## src/rtl/cpu_mem_access.sv

```systemverilog
// Memory-access stage: byte-lane steering for stores, lane extraction with
// sign/zero extension for loads, over a word-addressed waitrequest bus.
package codes;
    typedef logic [31:0] size_t;
    typedef logic [5:0]  opcode_t;
    localparam opcode_t OP_LB  = 6'h20;
    localparam opcode_t OP_LH  = 6'h21;
    localparam opcode_t OP_LW  = 6'h23;
    localparam opcode_t OP_LBU = 6'h24;
    localparam opcode_t OP_LHU = 6'h25;
    localparam opcode_t OP_SB  = 6'h28;
    localparam opcode_t OP_SH  = 6'h29;
    localparam opcode_t OP_SW  = 6'h2B;
endpackage

module cpu_mem_access
    import codes::*;
(
    input  logic        clk,
    input  logic        reset_i,
    input  logic        start_i,
    input  opcode_t     opcode_i,
    input  size_t       effective_address_i,
    input  size_t       store_data_i,
    output logic        busy_o,
    output logic        done_o,
    output logic        misaligned_o,
    output size_t       load_data_o,
    output size_t       address_o,
    output logic        read_o,
    output logic        write_o,
    output logic [3:0]  byteenable_o,
    output size_t       writedata_o,
    input  size_t       readdata_i,
    input  logic        waitrequest_i
);
    typedef enum logic [1:0] {S_IDLE, S_ACCESS, S_COMPLETE} state_t;
    typedef enum logic [1:0] {SZ_B, SZ_H, SZ_W} acc_size_t;

    state_t    r_state, w_next;
    logic      r_is_load, r_signed, r_misaligned;
    acc_size_t r_size;
    logic [1:0] r_off;
    logic [3:0] r_be;
    size_t     r_addr, r_wdata, r_load_data;

    logic      w_valid_op, w_is_load, w_signed, w_misaligned, w_accept;
    acc_size_t w_size;
    logic [1:0] w_off;
    logic [3:0] w_be;
    size_t     w_wdata, w_shifted, w_extract;

    always_comb begin
        w_valid_op = 1'b1;
        w_is_load  = 1'b1;
        w_signed   = 1'b0;
        w_size     = SZ_W;
        case (opcode_i)
            OP_LB:   begin w_size = SZ_B; w_signed = 1'b1; end
            OP_LBU:  w_size = SZ_B;
            OP_LH:   begin w_size = SZ_H; w_signed = 1'b1; end
            OP_LHU:  w_size = SZ_H;
            OP_LW:   w_size = SZ_W;
            OP_SB:   begin w_size = SZ_B; w_is_load = 1'b0; end
            OP_SH:   begin w_size = SZ_H; w_is_load = 1'b0; end
            OP_SW:   begin w_size = SZ_W; w_is_load = 1'b0; end
            default: w_valid_op = 1'b0;
        endcase
    end

    assign w_off        = effective_address_i[1:0];
    assign w_misaligned = ((w_size == SZ_H) && w_off[0]) || ((w_size == SZ_W) && (w_off != 2'd0));
    assign w_accept     = (r_state == S_IDLE) && start_i && w_valid_op;

    // Loads and stores share the same lane enables; data is replicated so
    // the enabled lanes always carry the low bits of rt.
    always_comb begin
        w_be    = 4'b1111;
        w_wdata = store_data_i;
        case (w_size)
            SZ_B: begin
                w_be    = 4'b0001 << w_off;
                w_wdata = {4{store_data_i[7:0]}};
            end
            SZ_H: begin
                w_be    = w_off[1] ? 4'b1100 : 4'b0011;
                w_wdata = {2{store_data_i[15:0]}};
            end
            default: ;
        endcase
    end

    assign w_shifted = readdata_i >> {r_off, 3'b000};
    always_comb begin
        w_extract = w_shifted;
        case (r_size)
            SZ_B: w_extract = {{24{r_signed & w_shifted[7]}}, w_shifted[7:0]};
            SZ_H: w_extract = {{16{r_signed & w_shifted[15]}}, w_shifted[15:0]};
            default: ;
        endcase
    end

    always_ff @(posedge clk) begin
        if (reset_i) r_state <= S_IDLE;
        else         r_state <= w_next;
    end

    always_comb begin
        w_next = r_state;
        case (r_state)
            S_IDLE:     if (w_accept) w_next = w_misaligned ? S_COMPLETE : S_ACCESS;
            S_ACCESS:   if (!waitrequest_i) w_next = S_COMPLETE;
            S_COMPLETE: w_next = S_IDLE;
            default:    w_next = S_IDLE;
        endcase
    end

    always_comb begin
        busy_o       = (r_state != S_IDLE);
        done_o       = (r_state == S_COMPLETE);
        misaligned_o = (r_state == S_COMPLETE) && r_misaligned;
        read_o       = (r_state == S_ACCESS) && r_is_load;
        write_o      = (r_state == S_ACCESS) && !r_is_load;
        byteenable_o = (r_state == S_ACCESS) ? r_be : 4'b0000;
    end

    // Faulted requests leave the bus-facing registers untouched.
    always_ff @(posedge clk) begin
        if (reset_i) begin
            r_is_load    <= 1'b0;
            r_signed     <= 1'b0;
            r_misaligned <= 1'b0;
            r_size       <= SZ_W;
            r_off        <= 2'd0;
            r_be         <= 4'b0000;
            r_addr       <= '0;
            r_wdata      <= '0;
            r_load_data  <= '0;
        end else begin
            if (w_accept) begin
                r_is_load    <= w_is_load;
                r_signed     <= w_signed;
                r_size       <= w_size;
                r_off        <= w_off;
                r_misaligned <= w_misaligned;
                if (!w_misaligned) begin
                    r_be    <= w_be;
                    r_addr  <= {effective_address_i[31:2], 2'b00};
                    r_wdata <= w_wdata;
                end
            end
            if ((r_state == S_ACCESS) && !waitrequest_i && r_is_load)
                r_load_data <= w_extract;
        end
    end

    assign address_o   = r_addr;
    assign writedata_o = r_wdata;
    assign load_data_o = r_load_data;
endmodule

```

## config.mk

```make
export PLATFORM = sky130hd
export DESIGN_NAME = cpu_mem_access
export DESIGN_NICKNAME = d
export VERILOG_FILES = /design/src/rtl/cpu_mem_access.sv
export SDC_FILE = /design/constraint.sdc
export NUM_CORES = 1
export LEC_CHECK = 0
export ABC_AREA = 1
export CAP_MARGIN = 15
export CORE_ASPECT_RATIO = 0.9
export CORE_MARGIN = 2
export CORE_UTILIZATION = 30
export DETAILED_ROUTE_END_ITERATION = 10
export GPL_TIMING_DRIVEN = 0
export HOLD_SLACK_MARGIN = 0.1
export PLACE_DENSITY = 0.62
export SLEW_MARGIN = 30
export SYNTH_ARGS = -nofsm -noshare
export SYNTH_HDL_FRONTEND = slang
export SYNTH_SLANG_ARGS = --single-unit
```

## constraint.sdc

```tcl
create_clock -name clk -period 1.57 [get_ports clk]
set_input_delay 0.3925 -clock clk [delete_from_list [all_inputs] [get_ports clk]]
set_output_delay 0.3925 -clock clk [all_outputs]
set_load 0.05 [all_outputs]
```

Word level (Yosys, flattened, before mapping). Cells that the tools add are included.

Register bits after elaboration: 107. Output and inout bits: 105.

Shift-type cells: 2. Muxes and demuxes: 13. Bitwise logic cells: 3. Eq/ne operators: 15. Reduce and logical (&&, ||, !) cells: 24.

Operator list (count): $pmux 32 s2 (2); $eq 6x6->1 const B (8); $shr 32x5->32 (1); $logic_and 1x1->1 (9); $reduce_or 3->1 (3); $mux 4 (2); $pmux 2 s2 (2); $pmux 4 s2 (1); $reduce_or 8->1 (1); $eq 2x1->1 const B (3); $logic_not 2->1 (3); $mux 2 (3); $eq 2x2->1 const B (2); $ne 2x2->1 const B (2); $reduce_and 2->1 (2); $reduce_bool 2->1 (2); $shl 1x2->4 const A (1); $mux 1 (3); $and 1x1->1 (2); $logic_not 1->1 (2); $reduce_or 2->1 (1); $logic_or 1x1->1 (1); $not 1->1 (1).

Longest topological paths before layout.
Word-level depth: 9. Gate-level depth with buffers: 11. Gate-level depth less buffers: 10.

Worst setup path after synthesis. OpenSTA, ideal clock, no wires.

Path kind: flip-flop to flip-flop. Start: reg r_state[0]. End: reg r_be[0]. Period minus slack after synthesis: 1.622 ns. Arrival: 1.510 ns. Required time: 1.457 ns. Library setup time: 0.113 ns. Cell stages (with the launch flop): 10. Path slack: -0.052 ns. Cells stage by stage: dfxtp_1 inv_1 nand2_1 nor2_2 nand2_4 inv_2 buf_4 nand3_1 nand2_1 nor2_1.

Cells in the longest elaborated chain, start to end: 4.

Ends and longest elaborated chain: start, declared (RTL line 40) `state_t r_state, w_next;`; start signal, assigned (RTL line 105) `else r_state <= w_next;`; $logic_not 2->1 (RTL line 73) `assign w_accept = (r_state == S_IDLE) && start_i && w_valid_op;`; $logic_and 1x1->1 (2 in series) (RTL line 73); $reduce_and 2->1 (no source line); end signal, assigned (RTL line 147) `r_be <= w_be;`; end, declared (RTL line 44) `logic [3:0] r_be;`.

No other way between the ends. A chain may end at the register's enable or synchronous reset.

Worst setup path after layout.
Start: reg r_state[1]. End: out read_o.

Cells in the longest elaborated chain, start to end: 2.

Ends and longest elaborated chain: $eq 2x1->1 (RTL line 122) `read_o = (r_state == S_ACCESS) && r_is_load;`; $logic_and 1x1->1 (RTL line 122); end, declared (RTL line 30) `output logic read_o,`.

No other way between the ends.

==> results_dict.tcl <==
set metrics [dict create \
    postSynthAreaPerCell_sq_um 6.49 \
    dr_total_vias 5969 \
    cts_made_buffers 9 \
    endpoint_kind "output port" \
    ctsHtreeMaxLevel 3 \
    finClkSkew_ns 0.00633 \
    timing.rr.end "load_data_o[17]" \
    drt-initial-drc-count 304 \
    fmax_ghz 0.638 \
    tightestPinTransition_ns 0.505 \
    period_needed_ns 1.57 \
    r2r_start "r_state[1]" \
    grt_pass1_vias 5592 \
    drv_slew 0 \
    cp.required_ns 1.18 \
    cts_tree "done" \
    vdd_drop_max_mv 0.431 \
    boundaryPins 211 \
    synth.cell_area_sq_mm 0.00549 \
    gp_congestion 0.909 \
    design_area_sq_mm 0.00867 \
    cp_data_arrival_time_ns 1.18 \
    power_density_mw_per_mm2 706 \
    outcome "finished clean" \
    synth-seq-cells 107 \
    insertion_delay_ns 0.35 \
    hold_viol_final 0 \
    clk_path_buf_depth 2 \
    fp.coreArea_sq_mm 0.0178 \
    slew_headroom 0.663 \
    fin_cells 1328 \
    reg2reg_slack_ns 0.09 \
    dpl.hpwl_mm 14.6 \
    synth_cell_types 36 \
    grt_pass1_wl_mm 30.1 \
    dpl-instance-area_sq_mm 0.00788 \
    max-cap-violations 0 \
    clock-sinks 107 \
    antenna_found_initial 3 \
    wl_per_cell_um 14.5 \
    ys_top_cells_by_area "dfxtp_1, nand2_1, nor2_1" \
    hold_end "address_o[7]" \
    period_share 0.999 \
    die_w_um 147 \
    cp_max_fo 6 \
    cts_root_buf "clkbuf_16" \
    rsz0062_at_grt "true" \
    areaGrowthSynthToFinish_pct 58.0 \
    fin_nets 1186 \
    start_util 0.309 \
    start_kind "register" \
    antenna_left 0 \
    min-delay-start "address_o[7]" \
    cts.clk_slew.worst_paths_ns 0.08 \
    dieHeight_um 132 \
    min_delay_path_depth 2 \
    nFillCells 1790 \
    min_path_type "reg -> reg" \
    layout-drive-gt1-share 0.207 \
    gr-total-overflow 0 \
    p_total_mw 6.12 \
    hold_buffers 0 \
    dp.cells 1294 \
    leakage_nw 4.02 \
    fp.dieArea_sq_mm 0.0194 \
    drc_errors 0 \
    vias_per_cell 4.49 \
    critical_path_class "reg -> out" \
    ff2ff_path_depth 9 \
    synth_area_leader_cell "dfxtp_1" \
    yosysWarnings 0 \
    grt_start_max_net_pins 19 \
    ys_seq_area_frac 0.390 \
    dr.pass1.iters 5 \
    grtUsageTotal 0.196 \
    finalSetupViolCount 0 \
    rows 46 \
    portBuffers 208 \
    drt-total-wl_mm 19.2 \
    synth_cells 845 \
    synth_top_area_share 0.390 \
]
==> final cells by class <==
cell class,count,area (sq um),area share
plain buffers,51,402,0.0463
well taps,240,300,0.0346
clock buffers,9,225,0.0260
clock inverters,7,75.1,0.00866
repair buffers,223,2360,0.272
flip-flops and latches,107,2150,0.248
diodes,3,7.51,0.000866
inverters,112,429,0.0495
multi-input cells,576,2720,0.314
==> cells by family (layout without fill, tap and decap cells) <==
logic type      count (synthesis)  in the layout  share of synthesized area
mux                             7              7                     0.0128
other cells                     1              5                   0.000683
flops                         107            107                      0.390
buf+inv                       163            402                      0.132
simple gates                  437            437                      0.332
compound gates                130            130                      0.132
==> report_power, final <==
part	switching [mW]	leakage, nW	internal (mW)
sequential	0.0242	0.865	2.75
combinational	0.551	3.01	0.456
clock	1.09	0.150	1.25
total	1.67	4.02	4.46
==> through the flow <==
step                setup slack (ns)  setup TNS (ns)  hold WS (ns)  utilization
global placement              -0.790          -64.29         0.463        0.443
CTS                          -0.0517         -0.0548         0.488        0.482
detailed placement            -0.818          -65.71         0.471        0.443
finish                       0.00143               0         0.483        0.488
global route                 -0.0529          -0.332         0.502        0.487
floorplan                    0.00124               0         0.454            -
==> per-layer routing <==
layer / global-route usage / vias up / share of wire
met2: 0.313 / 186 / 0.45
li1: - / 3097 / -
met4: 0.0583 / 0 / 0.017
met5: 0 / - / 0
met1: 0.268 / 2665 / 0.47
met3: 0.0419 / 21 / 0.060
==> what timing repair did <==
action                     in CTS  in global routing
setup buffers                   8                  5
setup endpoints to repair     193                 56
gates cloned                    2                  0
pin swaps                       9                 14
hold endpoints to repair        0                  0
gates resized for setup       405                 33
==> sequential cells by signal (all words and copies together) (netlist names) <==
register	cells
r_be	4
r_off	2
address_o	30
r_state	2
writedata_o	32
r_size	2
r_signed	1
load_data_o	32
r_misaligned	1
r_is_load	1
==> worst max-delay path, stage by stage (launching register included) <==
cell and delay (ns):
dfxtp_2 0.33, inv_4 0.09, nand2_8 0.09, nor2_4 0.14, buf_8 0.17
==> worst max path at each step <==
stage,startpoint,endpoint,slack [ns]
after floorplan,r_state[1],load_data_o[28],0.001
after global placement,reset_i,writedata_o[8],-0.79
after CTS,r_state[1],read_o,-0.05
after global routing,r_state[1],read_o,-0.05
after detailed placement,reset_i,writedata_o[24],-0.82
final,r_state[1],read_o,0.001
==> layout by cell type (no fill, tap or decap), types with 4 or more instances in the layout <==
cell type	instances
o21ai_1	19
a21o_1	7
dlygate4sd2_1	8
a21oi_1	28
o21bai_1	16
nand2_1	182
mux2i_1	6
nor2_4	4
buf_6	22
clkdlybuf4s15_2	94
nand2_4	6
o21ai_0	54
buf_2	12
dfxtp_1	104
clkdlybuf4s50_1	97
buf_8	4
clkbuf_2	7
clkbuf_16	9
nor2_1	158
inv_2	7
clkbuf_4	4
nor2_2	6
inv_1	102
buf_4	20
nand3_1	68
==> synthesized netlist by cell type (all sizes together) <==
cell type	count
buf	37
nand4	1
o21bai	16
nand3	71
nor3	1
dfxtp	107
o21ai	76
nor2	169
clkinv	1
mux2i	7
conb	1
o211ai	1
or2	1
nor4	1
a21o	7
o2111ai	1
nand2	192
inv	111
clkbuf	14
a21oi	29
and3	1
(Power assumes the default switching activity.)
